===== config.mk =====
export PLATFORM = sky130hd
export DESIGN_NAME = turn_signal_ctrl_param
export DESIGN_NICKNAME = d
export VERILOG_FILES = /design/src/rtl/turn_signal_ctrl_param_pkg.sv /design/src/rtl/turn_signal_ctrl_param_blink_tick_gen.sv /design/src/rtl/turn_signal_ctrl_param.sv
export SDC_FILE = /design/constraint.sdc
export NUM_CORES = 1
export LEC_CHECK = 0
export BUFFER_PORTS_ARGS = -buffer_cell sky130_fd_sc_hd__buf_4
export CAP_MARGIN = 15
export CORE_AREA = 5 5 68 70
export CTS_CLUSTER_SIZE = 25
export DETAILED_ROUTE_END_ITERATION = 12
export DIE_AREA = 0 0 73 75
export MAX_ROUTING_LAYER = met4
export PLACE_DENSITY = 0.66
export SYNTH_ARGS = -nofsm -noshare
export SYNTH_HDL_FRONTEND = slang
export SYNTH_SLANG_ARGS = --single-unit
export TNS_END_PERCENT = 50

===== constraint.sdc =====
create_clock -name clk -period 4.54 [get_ports clk]
set_input_delay 0.227 -clock clk [delete_from_list [all_inputs] [get_ports clk]]
set_output_delay 0.227 -clock clk [all_outputs]
set_load 0.1 [all_outputs]

===== src/rtl/turn_signal_ctrl_param_pkg.sv =====
// Shared car-level encodings: one-hot car states and indicator mode codes.
// Reused by the turn-signal, display and buzzer blocks.
package turn_signal_ctrl_param_pkg;

    localparam logic [3:0] ST_IDLE     = 4'b0001;
    localparam logic [3:0] ST_STARTING = 4'b0010;
    localparam logic [3:0] ST_MOVING   = 4'b0100;
    localparam logic [3:0] ST_POWEROFF = 4'b1000;

    typedef enum logic [1:0] {
        MODE_OFF    = 2'b00,
        MODE_LEFT   = 2'b01,
        MODE_RIGHT  = 2'b10,
        MODE_HAZARD = 2'b11
    } mode_t;

endpackage


===== src/rtl/turn_signal_ctrl_param_blink_tick_gen.sv =====
// Blink phase generator: a half-period counter that toggles phase on every wrap,
// with a restart that forces the ON phase from a fresh count.
module blink_tick_gen #(
    parameter int HALF  = 5,
    parameter int CNT_W = (HALF > 1) ? $clog2(HALF) : 1
) (
    input  logic clk,
    input  logic rst,
    input  logic run,
    input  logic restart,
    output logic phase,
    output logic off_edge
);

    localparam logic [CNT_W-1:0] LAST = CNT_W'(HALF - 1);

    logic [CNT_W-1:0] cnt;
    logic             wrap;

    assign wrap     = run && (cnt == LAST);
    // Flags the ON->OFF transition in the cycle before it becomes visible.
    assign off_edge = wrap && phase;

    always_ff @(posedge clk or negedge rst) begin
        if (!rst) begin
            cnt   <= '0;
            phase <= 1'b0;
        end else if (restart) begin
            cnt   <= '0;
            phase <= 1'b1;
        end else if (run) begin
            if (wrap) begin
                cnt   <= '0;
                phase <= ~phase;
            end else begin
                cnt <= cnt + 1'b1;
            end
        end
    end

endmodule


===== src/rtl/turn_signal_ctrl_param.sv =====
// Turn/hazard indicator controller: mode FSM with lane-change flash tail,
// driving left/right lamps from a single-clock blink phase generator.
module turn_signal_ctrl_param
    import turn_signal_ctrl_param_pkg::*;
#(
    parameter int CLK_FREQ_HZ = 100_000_000,
    parameter int BLINK_HZ    = 2,
    parameter int MIN_FLASHES = 3
) (
    input  logic       clk,
    input  logic       rst,
    input  logic       power_now,
    input  logic [3:0] state,
    input  logic       turn_left,
    input  logic       turn_right,
    input  logic       hazard_req,
    output logic       left_led,
    output logic       right_led,
    output logic [1:0] mode
);

    localparam int HALF  = CLK_FREQ_HZ / (2 * BLINK_HZ);
    localparam int CNT_W = (HALF > 1) ? $clog2(HALF) : 1;
    localparam int FL_W  = (MIN_FLASHES > 0) ? $clog2(MIN_FLASHES + 1) : 1;
    localparam logic [FL_W-1:0] FL_MAX = FL_W'(MIN_FLASHES);

    mode_t            cur_mode, nxt_mode, req;
    logic [FL_W-1:0]  flash_cnt, flash_inc, flash_nxt;
    logic             turn_ok, haz_ok, mode_chg, run;
    logic             phase, off_edge;

    blink_tick_gen #(
        .HALF  (HALF),
        .CNT_W (CNT_W)
    ) u_tick (
        .clk      (clk),
        .rst      (rst),
        .run      (run),
        .restart  (mode_chg),
        .phase    (phase),
        .off_edge (off_edge)
    );

    // State register
    always_ff @(posedge clk or negedge rst) begin
        if (!rst) begin
            cur_mode  <= MODE_OFF;
            flash_cnt <= '0;
        end else begin
            cur_mode  <= nxt_mode;
            flash_cnt <= flash_nxt;
        end
    end

    // Next-state logic
    always_comb begin
        turn_ok = power_now && (state == ST_STARTING || state == ST_MOVING);
        haz_ok  = power_now && (state != ST_POWEROFF);

        req = MODE_OFF;
        if (hazard_req && haz_ok)
            req = MODE_HAZARD;
        else if (turn_ok && (turn_left ^ turn_right))
            req = turn_left ? MODE_LEFT : MODE_RIGHT;

        // A flash completing this cycle counts before the tail exit is judged.
        flash_inc = (off_edge && flash_cnt != FL_MAX) ? flash_cnt + 1'b1 : flash_cnt;

        nxt_mode = cur_mode;
        if (!haz_ok) begin
            nxt_mode = MODE_OFF;
        end else begin
            unique case (cur_mode)
                MODE_OFF:    nxt_mode = req;
                MODE_HAZARD: nxt_mode = req;
                default: begin
                    if (req != MODE_OFF)
                        nxt_mode = req;
                    else if (!turn_ok)
                        nxt_mode = MODE_OFF;
                    else if (flash_inc >= FL_MAX)
                        nxt_mode = MODE_OFF;
                end
            endcase
        end
    end

    // Output logic
    always_comb begin
        mode_chg  = (nxt_mode != cur_mode);
        run       = (cur_mode != MODE_OFF);
        flash_nxt = mode_chg ? '0 : flash_inc;
        mode      = cur_mode;
        left_led  = phase && (cur_mode == MODE_LEFT  || cur_mode == MODE_HAZARD);
        right_led = phase && (cur_mode == MODE_RIGHT || cur_mode == MODE_HAZARD);
    end

endmodule

======== Word-level counts from Yosys, hierarchy flattened ========
Index checks and enable logic that the tools add are counted.
operators by class
  add/sub/neg operators ................... 2
  order comparisons ....................... 1
  equal/unequal tests ..................... 9
  mux-type cells .......................... 16
  bitwise logic cells ..................... 2
  reduce and logical (&&, ||, !) cells .... 19
operators with widths
  cell                   number
  $mux 25                3
  $add 25x1->25 const B  1
  $eq 25x25->1 const B   1
  $mux 2                 10
  $logic_and 1x1->1      9
  $reduce_bool 2->1      4
  $eq 2x2->1 const B     2
  $eq 4x2->1 const B     1
  $eq 4x3->1 const B     1
  $ne 4x4->1 const B     1
  $logic_or 1x1->1       3
  $mux 1                 3
  $add 2x1->2 const B    1
  $eq 2x1->1 const B     1
  $ge 2x2->1 const B     1
  $logic_not 2->1        1
  $ne 2x2->1             1
  $ne 2x2->1 const B     1
  $reduce_and 2->1       1
  $reduce_or 2->1        1
  $not 1->1              1
  $xor 1x1->1            1
word-level totals
  register bits ........................... 30
  bits of input ports ..................... 10

======== Depth between registers and ports, before layout ========
Gate-level depths: netlist (run 1).
  depth after elaboration ................. 14
  gate-level depth with buffers ........... 12
  depth with buffers taken out ............ 9

======== By module ========
A second synthesis (run 1) with hierarchy kept.
unflattened totals
  cells, all modules ...................... 199
  area, all modules ....................... 1801.7 µm²
by module, submodules not included
  module                  times used  cells an instance  area an instance (µm²)
  blink_tick_gen          1           151                1380.1
  turn_signal_ctrl_param  1           48                 421.7

======== Least setup slack after synthesis (run 1) ========
OpenSTA, ideal clock, no wires.
  path kind ............................... flip-flop to flip-flop
  start point ............................. register cur_mode[0] (netlist: mode[0])
  end point ............................... register u_tick.cnt[17]
  data arrival time ....................... 3.667 ns
  path slack .............................. 0.806 ns
  stages on the path, launching flop included .. 12
  path buffers ............................ 2
  period minus slack after synthesis ...... 3.734 ns
  cell sequence ........................... dfrtp_1 -> inv_1 -> ha_1 -> buf_6 -> nor4b_2 -> nand4_1 -> nor4_4 -> mux2_4 -> a21o_1 -> buf_2 -> or4_1 -> nand2_1
on the way
  word-level cells in the longest chain between the ends .. 13
RTL lines
  item                                                 RTL line                                     source
  from (decl)                                          turn_signal_ctrl_param.sv:27                 mode_t cur_mode, nxt_mode, req;
  from (signal assigned)                               turn_signal_ctrl_param.sv:50                 cur_mode <= nxt_mode;
  $reduce_bool 2->1                                    turn_signal_ctrl_param.sv:91                 run = (cur_mode != MODE_OFF);
  $logic_and 1x1->1                                    turn_signal_ctrl_param_blink_tick_gen.sv:20  assign wrap = run && (cnt == LAST);
  $logic_and 1x1->1                                    turn_signal_ctrl_param_blink_tick_gen.sv:22  assign off_edge = wrap && phase;
  $logic_and 1x1->1                                    turn_signal_ctrl_param.sv:67                 flash_inc = (off_edge && flash_cnt != FL_MAX) ? flash_cnt + 1'b1 : flash_cnt;
  $mux 2                                               turn_signal_ctrl_param.sv:67
  $ge 2x2->1                                           turn_signal_ctrl_param.sv:81                 else if (flash_inc >= FL_MAX)
  $mux 2                                               turn_signal_ctrl_param.sv:81
  $mux 2                                               turn_signal_ctrl_param.sv:79                 else if (!turn_ok)
  $mux 2                                               turn_signal_ctrl_param.sv:77                 if (req != MODE_OFF)
  $mux 2                                               turn_signal_ctrl_param.sv:73                 unique case (cur_mode)
  $mux 2                                               turn_signal_ctrl_param.sv:70                 if (!haz_ok) begin
  $ne 2x2->1                                           turn_signal_ctrl_param.sv:90                 mode_chg = (nxt_mode != cur_mode);
  $mux 25 / $reduce_bool 2->1 (equally long branches)  -
  to (signal assigned)                                 turn_signal_ctrl_param_blink_tick_gen.sv:36  cnt <= cnt + 1'b1;
  to (decl)                                            turn_signal_ctrl_param_blink_tick_gen.sv:17  logic [CNT_W-1:0] cnt;
Parallel ways exist; a longest one is shown, timed or not. The select of a mux whose other input is x is not followed.
A chain may end at the register's enable or synchronous reset.

======== Worst setup path in the final report (run 1) ========
  start point ............................. register cur_mode[0] (netlist: mode[0])
  end point ............................... register u_tick.cnt[3]
The elaborated chain is that of the path after synthesis.

==> impl_metrics.toml, run 1 <==
[status]
status = "finished, final reports clean"

[grt]
use_met1 = 0.2275
grt_max_degree = 45
grt_first_pass_wirelength_mm = 7.948
antenna_found_initial = 0
met3_usage = 0.04406
top_usage_layer = "met2"
grt.total_usage = 0.1898
grt_pass1_vias = 1753
grt.overflow.total = 0
use_met2 = 0.3148

[worst_setup_path]
worst_r2r_startpoint = "mode[0]$_DFF_PN0_"
r2r_cells = 9
end_kind = "register"
worstPathArrival_ns = 3.61
crit_type = "reg2reg"
critical_path.top_delay_family = "compound AO/OA/AOI/OAI gates"
r2r_slack_ns = 1.13
r2r-end = "u_tick.cnt[3]$_DFFE_PN0P_"
crit_cells = 9
crit_buf_inv = 1
startpoint_type = "register"
crit_path_max_fanout = 44
critPathMaxStageDelay_ns = 0.72
cpMaxStageDelayCell = "a21oi_4"
crit_required_ns = 4.74
worstPathCellList = "inv_1 > ha_1 > nor4b_2 > nand4_1 > nor4_4 > mux2_4 > a21oi_4 > o21ai_0 > a21oi_1"

[yosys]
seq_area_frac_synth = 0.3781
async_flop_share = 1.000
synth_fa_ha_area_frac = 0.03781
syn_avg_cell_area_um2 = 8.985
yosys_most_used_dff = "dfrtp_1"
synth-compound-area-share = 0.1777
synth_xor_area_frac = 0.01323
yosys-top-cells-count = "dfrtp_1 (30), a21oi_1 (22), nand2_1 (19), or4_1 (13)"
netlist_area_um2 = 1986
synth_cell_types = 45
synth_cells = 221
ys_warn_count = 0
synth_top_area_frac = 0.3781
ys_ff_latch = 30
synthMostInstantiatedCell = "dfrtp_1"
synth_edf_count = 0
syn-num-nets = 237
synthMuxAreaShare = 0.01764
synth_top_area_cell = "dfrtp_1"
synth.top_cells.by_area = "dfrtp_1 (38%), a21oi_1 (5.5%), or4_1 (4.9%)"
synth_top_family_by_area = "simple AND/OR/NAND/NOR gates"
yosys.area_share.simple = 0.3333

[power_and_ir_drop]
pwr-share-clk = 0.417
p_sw_frac = 0.2802
p_sw_mw = 0.1787
internal_power_mw = 0.4590
power_leakage_nw = 0.8572
finalPower_mw = 0.6376
power.density_nw_per_um2 = 289.7
ir_drop_mv = 0.1731
p_comb_frac = 0.152
p_seq_frac = 0.431

[route]
dr.pass1.iters = 5
ant_nets = 0
finalWirelength_mm = 4.584
vias = 1793
remaining_drc_errors = 0
first_iter_violations = 83
post_drt_wl_per_cell_um = 16.26
viasPerCell = 6.358

[timing]
hold_viol_final = 0
whs_ns = 0.2805
period_needed_ns = 3.406
tightest_slew_ns = 0.8976
fin_skew_ns = 0.007531
relSlewSlack = 0.4002
setup_tns_ns = 0
setup_viol = 0
slew_violations = 0
finalWorstSetupSlack_ns = 1.135
period_share = 0.7501
max_freq_mhz = 293.6
rsz0062_at_grt = "false"

[hold_path]
worstHoldStart = "turn_right"
min_path_type = "in2reg"
holdPathStages = 3
hold_path_end = "mode[1]$_DFF_PN0_"

[die]
die_w_um = 73
die-area_um2 = 5475
initial_utilization = 0.5074
die_h_um = 75
io_pins = 14
rows = 23
core_um2 = 3914

[placement]
routabilityCongestion = 0.8194
place_area_um2 = 2085
dp_cells = 273
hpwl_mm = 3.174
portBuffers = 13
place_ws_ns = 1.123

[clocking]
htreeDepth = 2
clock_sink_count = 30
path_clk_slew_ns = 0.07
cts_buffers = 5
ctsResizeCount = 0
cts_tree = "built"
clk_latency_ns = 0.28
cts_max_path_buffers = 2
cts_root_buf = "clkbuf_8"

[finish]
drive_gt1_frac = 0.1121
areaGrowthSynthToFinish_pct = 10.84
diodes = 0
final_area_um2 = 2201
register_area_um2 = 750.7
fillers = 374
fin_cells = 282
multi_input_area_um2 = 1151
fin_nets = 247
utilization = 0.5623

[flow_run]
maxCapViolCount = 0
-- area by class of cell --
cell class,instances,area share
Sequential cell,30,0.3411
Clock inverter,1,0.01364
Multi-Input combinational cell,174,0.5230
Clock buffer,7,0.03468
Timing Repair Buffer,14,0.04889
Inverter,6,0.01023
Tap cell,50,0.02843
-- registers in the layout, indices dropped and copies added (netlist names) --
register / flops
u_tick.cnt: 25
flash_cnt: 2
u_tick.phase: 1
mode: 2
-- power groups by stage --
stage	registers (mW)	logic (mW)	clock network, mW
floorplan	0.287	0.0645	0
global placement	0.279	0.0936	0
detailed placement	0.280	0.0963	0
CTS	0.275	0.0968	0.271
global route	0.276	0.106	0.282
finish	0.275	0.0968	0.266
-- layer usage --
layer	vias to the layer above	routed length, um
met5	-	0
met4	0	43
met3	4	169
met2	36	2334
met1	882	2036
li1	871	-
-- worst min-delay path: cells and delay by family --
kind | cells | cell delay (ns)
buffers and inverters | 1 | 0.09
AO/OA/AOI/OAI | 2 | 0.19
-- what timing repair did --
action                    CTS  global route
buffers inserted            0             0
hold endpoints to repair   30             0
hold buffers                1             0
-- how the worst max path moves through the flow --
stage | startpoint | endpoint | slack, ns
6_report | mode[0]$_DFF_PN0_ | u_tick.cnt[3]$_DFFE_PN0P_ | 1.13
5_1_grt | mode[0]$_DFF_PN0_ | u_tick.cnt[10]$_DFFE_PN0P_ | 0.75
4_1_cts | mode[0]$_DFF_PN0_ | u_tick.cnt[3]$_DFFE_PN0P_ | 1.11
3_5_place_dp | mode[0]$_DFF_PN0_ | u_tick.cnt[3]$_DFFE_PN0P_ | 1.12
3_3_place_gp | mode[0]$_DFF_PN0_ | u_tick.cnt[20]$_DFFE_PN0P_ | 1.35
2_1_floorplan | mode[0]$_DFF_PN0_ | u_tick.cnt[17]$_DFFE_PN0P_ | 0.81
-- cell families (layout without fill, tap and decap cells) --
group,after synthesis,in the layout
AO/OA/AOI/OAI,55,55
AND/OR/NAND/NOR,107,107
adder cells (fa/ha/maj),6,6
XOR/XNOR,3,3
flip-flops,30,30
multiplexers,3,3
buffers and inverters,17,28
-- layout by cell type (no fill, tap or decap), types with 2 or more instances in the layout --
cell      netlist  routed
nand4_1        12      12
o21ai_0        11      11
nand3b_1        2       2
nor3_1          4       4
nor4_1          2       2
nand3_1        12      12
a21oi_1        22      22
ha_1            6       6
and3_1          8       8
o31ai_1         7       7
nor4b_2         3       3
dfrtp_1        30      30
nor2_1          9       9
nand2_1        19      19
clkbuf_8        0       5
o211ai_1        6       6
o21a_1          2       2
xnor2_1         2       2
buf_4           0      13
or4_1          13      13
nor3b_1         3       3
inv_1           6       6
or3_1           9       9
clkbuf_1        4       2
nand2b_1        2       2
mux2i_1         2       2
No activity file was read; power rests on OpenSTA's default activity.
==> inputs of run 2 (changes only) <==
--- a/config.mk
+++ b/config.mk
@@ -12,7 +12,7 @@
 export DETAILED_ROUTE_END_ITERATION = 12
 export DIE_AREA = 0 0 73 75
 export MAX_ROUTING_LAYER = met4
-export PLACE_DENSITY = 0.66
+export PLACE_DENSITY = 0.69
 export SYNTH_ARGS = -nofsm -noshare
 export SYNTH_HDL_FRONTEND = slang
 export SYNTH_SLANG_ARGS = --single-unit
==> constraint.sdc (replaced) <==
create_clock -name clk -period 3 [get_ports clk]
set_input_delay 0.15 -clock clk [delete_from_list [all_inputs] [get_ports clk]]
set_output_delay 0.15 -clock clk [all_outputs]
set_load 0.1 [all_outputs]
==> run 2 against run 1 <==
  * Via count grew 0.73%
  * Clock skew is essentially flat
  * Critical path depth is the same
  * Global-route usage shrank 0.20 points
  * Sequential share of layout area shrank 0.69 points
  * Final area grew 3.1%
==> impl_metrics.toml, run 2 (synthesis gave the netlist of run 1 again) <==
[timing]
rsz0062_at_grt = "false"
setup_tns_ns = 0
setup_viol = 0
slew_violations = 0
relSlewSlack = 0.6513
period_needed_ns = 2.799
period_share = 0.9331
hold_viol_final = 0
tightest_slew_ns = 0.5230
max_freq_mhz = 357.2
finalWorstSetupSlack_ns = 0.2006
fin_skew_ns = 0.007388

[finish]
final_area_um2 = 2268
register_area_um2 = 758.2
max_flop_register = "u_tick.cnt"
drive_gt1_frac = 0.1625
fin_cells = 290
fillers = 373
fin_nets = 255
largest_reg_flops = 25
multi_input_area_um2 = 1151
areaGrowthSynthToFinish_pct = 14.24
layout_common_cells = "dfrtp_1 (28), a21oi_1 (22), buf_4 (20), nand2_1 (19), or4_1 (13)"
utilization = 0.5796
diodes = 0
layout_commonest_cell = "dfrtp_1"

[route]
finalWirelength_mm = 4.492
post_drt_wl_per_cell_um = 15.49
met3RoutedLength_um = 165
ant_nets = 0
wl_met2_mm = 2.168
vias = 1806
highest_layer = "met4"
met1_length_mm = 2.073
remaining_drc_errors = 0
viasPerCell = 6.228
first_iter_violations = 117
dr.pass1.iters = 4

[worst_setup_path]
crit_path_max_fanout = 16
cpMaxStageDelayCell = "or4_1"
critPathMaxStageDelay_ns = 0.57
end_kind = "register"
worstPathArrival_ns = 3.02
startpoint_type = "register"
crit_type = "reg2reg"
worstPathCellList = "inv_4 > ha_1 > nor4b_2 > nand4_1 > nor4_4 > mux2_4 > a21o_1 > or4_1 > nand2_1"
crit_required_ns = 3.23

[die]
die_h_um = 75
io_pins = 14
core_um2 = 3914
rows = 23
die_w_um = 73
die-area_um2 = 5475
initial_utilization = 0.5074

[placement]
place_area_um2 = 2167
hpwl_mm = 3.133
routabilityCongestion = 0.8640
place_ws_ns = 0.2053
portBuffers = 13
dp_cells = 281

[power_and_ir_drop]
power_leakage_nw = 0.8935
p_sw_frac = 0.2990
pwr-share-clk = 0.370
p_sw_mw = 0.2750
ir_drop_mv = 0.2719
power.density_nw_per_um2 = 405.5
p_comb_frac = 0.176
internal_power_mw = 0.6448
p_seq_frac = 0.453

[clocking]
cts-hold-fix-buffers = 1
ctsResizeCount = 0
post_cts_buffers = 0
cts_root_buf = "clkbuf_8"
htreeDepth = 2
cts_tree = "built"
clock_sink_count = 30
clk_latency_ns = 0.29
path_clk_slew_ns = 0.07
cts_max_path_buffers = 2
cts_buffers = 5

[grt]
grt_max_degree = 45
antenna_found_initial = 0
grt_pass1_vias = 1708
grt_first_pass_wirelength_mm = 7.624
grt.total_usage = 0.1878
grt.overflow.total = 0

[flow_run]
maxCapViolCount = 0

[status]
status = "finished, final reports clean"

[hold_path]
min_path_type = "in2reg"
[run 2: metrics by stage]
stage	hold slack, ns	power, mW
2_1_floorplan	-0.1456	0.5344
3_3_place_gp	0.1060	0.5864
3_5_place_dp	0.1065	0.5861
4_1_cts	0.1716	0.9323
5_1_grt	0.1881	0.9677
6_report	0.1847	0.9198
[run 2: path summary, 6_finish.rpt]
path,startpoint,slack (ns),cells past startpoint,end
min in group asynchronous,rst,0.33,2,u_tick.cnt[5]$_DFFE_PN0P_
worst max-delay path,mode[0]$_DFF_PN0_,0.20,9,u_tick.cnt[12]$_DFFE_PN0P_
worst min-delay path,turn_right,0.18,3,mode[1]$_DFF_PN0_
worst min register to register,u_tick.cnt[21]$_DFFE_PN0P_,0.54,2,u_tick.cnt[21]$_DFFE_PN0P_
worst max register to register,mode[0]$_DFF_PN0_,0.20,9,u_tick.cnt[12]$_DFFE_PN0P_
max in group asynchronous,rst,2.35,2,mode[0]$_DFF_PN0_
[run 2: worst max-delay path, delay by kind of cell, from the launching register on]
kind | cells | cell delay, ns
DFF | 1 | 0.46
buffers and inverters | 1 | 0.06
muxes | 1 | 0.37
AOI/OAI and AO/OA | 1 | 0.35
adders and majority gates | 1 | 0.22
and+or+nand+nor | 5 | 1.27
[run 2: routing by layer]
| layer | vias to the layer above | global-route usage |
|---|---|---|
| met5 | - | - |
| met2 | 36 | 0.2929 |
| met3 | 7 | 0.04005 |
| li1 | 884 | - |
| met1 | 879 | 0.2318 |
| met4 | 0 | 0.09016 |
[run 2: area by class of cell]
class,count,share of cell area
clock inverter,1,0.002206
inverter,6,0.01103
timing repair buffer,22,0.07943
tap,50,0.02758
multi-input combinational,174,0.5074
sequential,30,0.3343
clock buffer,7,0.03806
[run 2: power by group through the flow]
| stage | clock network, mW | registers (mW) | logic (mW) |
|---|---|---|---|
| floorplan | 0 | 0.437 | 0.0978 |
| global placement | 0 | 0.425 | 0.162 |
| detailed placement | 0 | 0.425 | 0.161 |
| CTS | 0.352 | 0.417 | 0.163 |
| global route | 0.374 | 0.417 | 0.176 |
| finish | 0.341 | 0.417 | 0.162 |
==> inputs of run 3 (changes only) <==
--- a/config.mk
+++ b/config.mk
@@ -7,12 +7,12 @@
 export LEC_CHECK = 0
 export BUFFER_PORTS_ARGS = -buffer_cell sky130_fd_sc_hd__buf_4
 export CAP_MARGIN = 15
-export CORE_AREA = 5 5 68 70
+export CORE_AREA = 5 5 74 76
 export CTS_CLUSTER_SIZE = 25
 export DETAILED_ROUTE_END_ITERATION = 12
-export DIE_AREA = 0 0 73 75
+export DIE_AREA = 0 0 79 81
 export MAX_ROUTING_LAYER = met4
-export PLACE_DENSITY = 0.69
+export PLACE_DENSITY = 0.56
 export SYNTH_ARGS = -nofsm -noshare
 export SYNTH_HDL_FRONTEND = slang
 export SYNTH_SLANG_ARGS = --single-unit
==> constraint.sdc (replaced) <==
create_clock -name clk -period 2.9 [get_ports clk]
set_input_delay 0.145 -clock clk [delete_from_list [all_inputs] [get_ports clk]]
set_output_delay 0.145 -clock clk [all_outputs]
set_load 0.1 [all_outputs]
==> run 3 against run 2 <==
  * Sequential share of layout area down 0.36 points
  * Final area rose by 1.1%
  * Via count rose by 0.22%
  * Utilization shrank 8.8 points
  * Clock skew hardly changed
  * Maximum frequency grew 1.6%
==> impl_metrics.toml, run 3 (synthesis gave the netlist of run 1 again) <==
[status]
status = "finished, final reports clean"

[finish]
drive_gt1_frac = 0.1750
fin_nets = 255
fillers = 435
fin_cells = 294
layout_commonest_cell = "dfrtp_1"
layout_common_cells = "dfrtp_1 (28), a21oi_1 (22), buf_4 (20), nand2_1 (19), or4_1 (13)"
areaGrowthSynthToFinish_pct = 15.50
utilization = 0.4921
max_flop_register = "u_tick.cnt"
diodes = 0
largest_reg_flops = 25

[flow_run]
maxCapViolCount = 0

[grt]
grt_first_pass_wirelength_mm = 8.473
grt.overflow.total = 0
grt_max_degree = 45
grt.total_usage = 0.1708
antenna_found_initial = 0
grt_pass1_vias = 1836

[timing]
period_needed_ns = 2.755
fin_skew_ns = 0.007256
period_share = 0.9502
rsz0062_at_grt = "false"
tightest_slew_ns = 0.4625
max_freq_mhz = 362.9
relSlewSlack = 0.6917
finalWorstSetupSlack_ns = 0.1445
hold_viol_final = 0
setup_viol = 0
slew_violations = 0

[worst_setup_path]
r2r_cells = 9
critical_path.startpoint = "mode[0]$_DFF_PN0_"
r2r-end = "u_tick.cnt[13]$_DFFE_PN0P_"
end_kind = "register"
crit_end = "u_tick.cnt[13]$_DFFE_PN0P_"
worstPathArrival_ns = 2.97
crit_required_ns = 3.11
worst_r2r_startpoint = "mode[0]$_DFF_PN0_"
crit_path_max_fanout = 13
startpoint_type = "register"
crit_type = "reg2reg"
r2r_slack_ns = 0.14

[route]
vias = 1810
post_drt_wl_per_cell_um = 16.05
ant_nets = 0
viasPerCell = 6.156
remaining_drc_errors = 0
first_iter_violations = 68
dr.pass1.iters = 4
finalWirelength_mm = 4.720

[die]
io_pins = 14
core_um2 = 4661
die_w_um = 79
rows = 25
die-area_um2 = 6399
die_h_um = 81
initial_utilization = 0.4260

[power_and_ir_drop]
p_sw_mw = 0.2906
power_leakage_nw = 0.8925
p_comb_frac = 0.178
p_seq_frac = 0.451
p_sw_frac = 0.3031
ir_drop_mv = 0.2352
internal_power_mw = 0.6682
pwr-share-clk = 0.372
power.density_nw_per_um2 = 418.1

[hold_path]
min_path_type = "in2reg"

[clocking]
clk_latency_ns = 0.28
cts_buffers = 5
cts_max_path_buffers = 2
clock_sink_count = 30
cts_tree = "built"
cts_root_buf = "clkbuf_8"
htreeDepth = 2
path_clk_slew_ns = 0.07

[placement]
place_ws_ns = 0.1166
portBuffers = 13
hpwl_mm = 3.371
dp_cells = 284
routabilityCongestion = 0.8493
[run 3: cell type report]
cell class	instances	area, um2	share of cell area
Multi-Input combinational cell	174	1165	0.5079
Clock inverter	2	12.51	0.005456
Inverter	6	27.53	0.01200
Sequential cell	30	758.2	0.3306
Clock buffer	6	82.58	0.03601
Timing Repair Buffer	22	180.2	0.07856
Tap cell	54	67.56	0.02946
[run 3: stage by stage]
step                      hold WS (ns)  TNS (ns)  total power [mW]  cell area, um2
after global routing            0.1965         0             1.009            2293
after CTS                       0.1649         0            0.9715            2285
after floorplan                -0.1506  -0.06180            0.5583            2017
final                           0.1761         0            0.9588            2293
after detailed placement        0.1114         0            0.6104            2180
after global placement         0.09880         0            0.6057            2180
[run 3: critical path, cell delays in order (launching register included)]
cell and delay (ns):
dfrtp_4 0.46, inv_4 0.07, ha_4 0.19, nor4b_2 0.24, nand4_1 0.23, nor4_4 0.23
mux2_4 0.37, a21o_2 0.29, or4_1 0.53, nand2_1 0.07
[run 3: worst min-delay path by stage]
| stage | start | endpoint | slack [ns] | cells after the start |
|---|---|---|---|---|
| 2_1_floorplan | rst | flash_cnt[0]$_DFF_PN0_ | -0.15 | 0 |
| 3_3_place_gp | rst | u_tick.cnt[0]$_DFFE_PN0P_ | 0.1 | 1 |
| 3_5_place_dp | rst | u_tick.cnt[3]$_DFFE_PN0P_ | 0.11 | 1 |
| 4_1_cts | turn_right | mode[0]$_DFF_PN0_ | 0.16 | 3 |
| 5_1_grt | turn_right | mode[0]$_DFF_PN0_ | 0.20 | 3 |
| 6_report | turn_right | mode[0]$_DFF_PN0_ | 0.18 | 3 |
[run 3: repair_timing]
action | in CTS | in global routing
hold buffers | 1 | 0
hold endpoints to repair | 30 | 0
setup buffers | 0 | 1
resized for setup | 0 | 1
endpoints found under the setup margin | 0 | 6
[run 3: routing by layer]
layer	vias up	global-route usage	wire [um]
met5	-	-	0
met4	0	0.05670	18
met3	2	0.03659	181
met2	37	0.2879	2333
met1	888	0.2041	2186
li1	883	-	-
[run 3: power groups by stage]
stage	clock, mW	sequential [mW]	combinational [mW]
finish	0.357	0.432	0.170
CTS	0.368	0.432	0.171
global route	0.388	0.433	0.188
detailed placement	0	0.440	0.170
floorplan	0	0.452	0.106
global placement	0	0.440	0.166
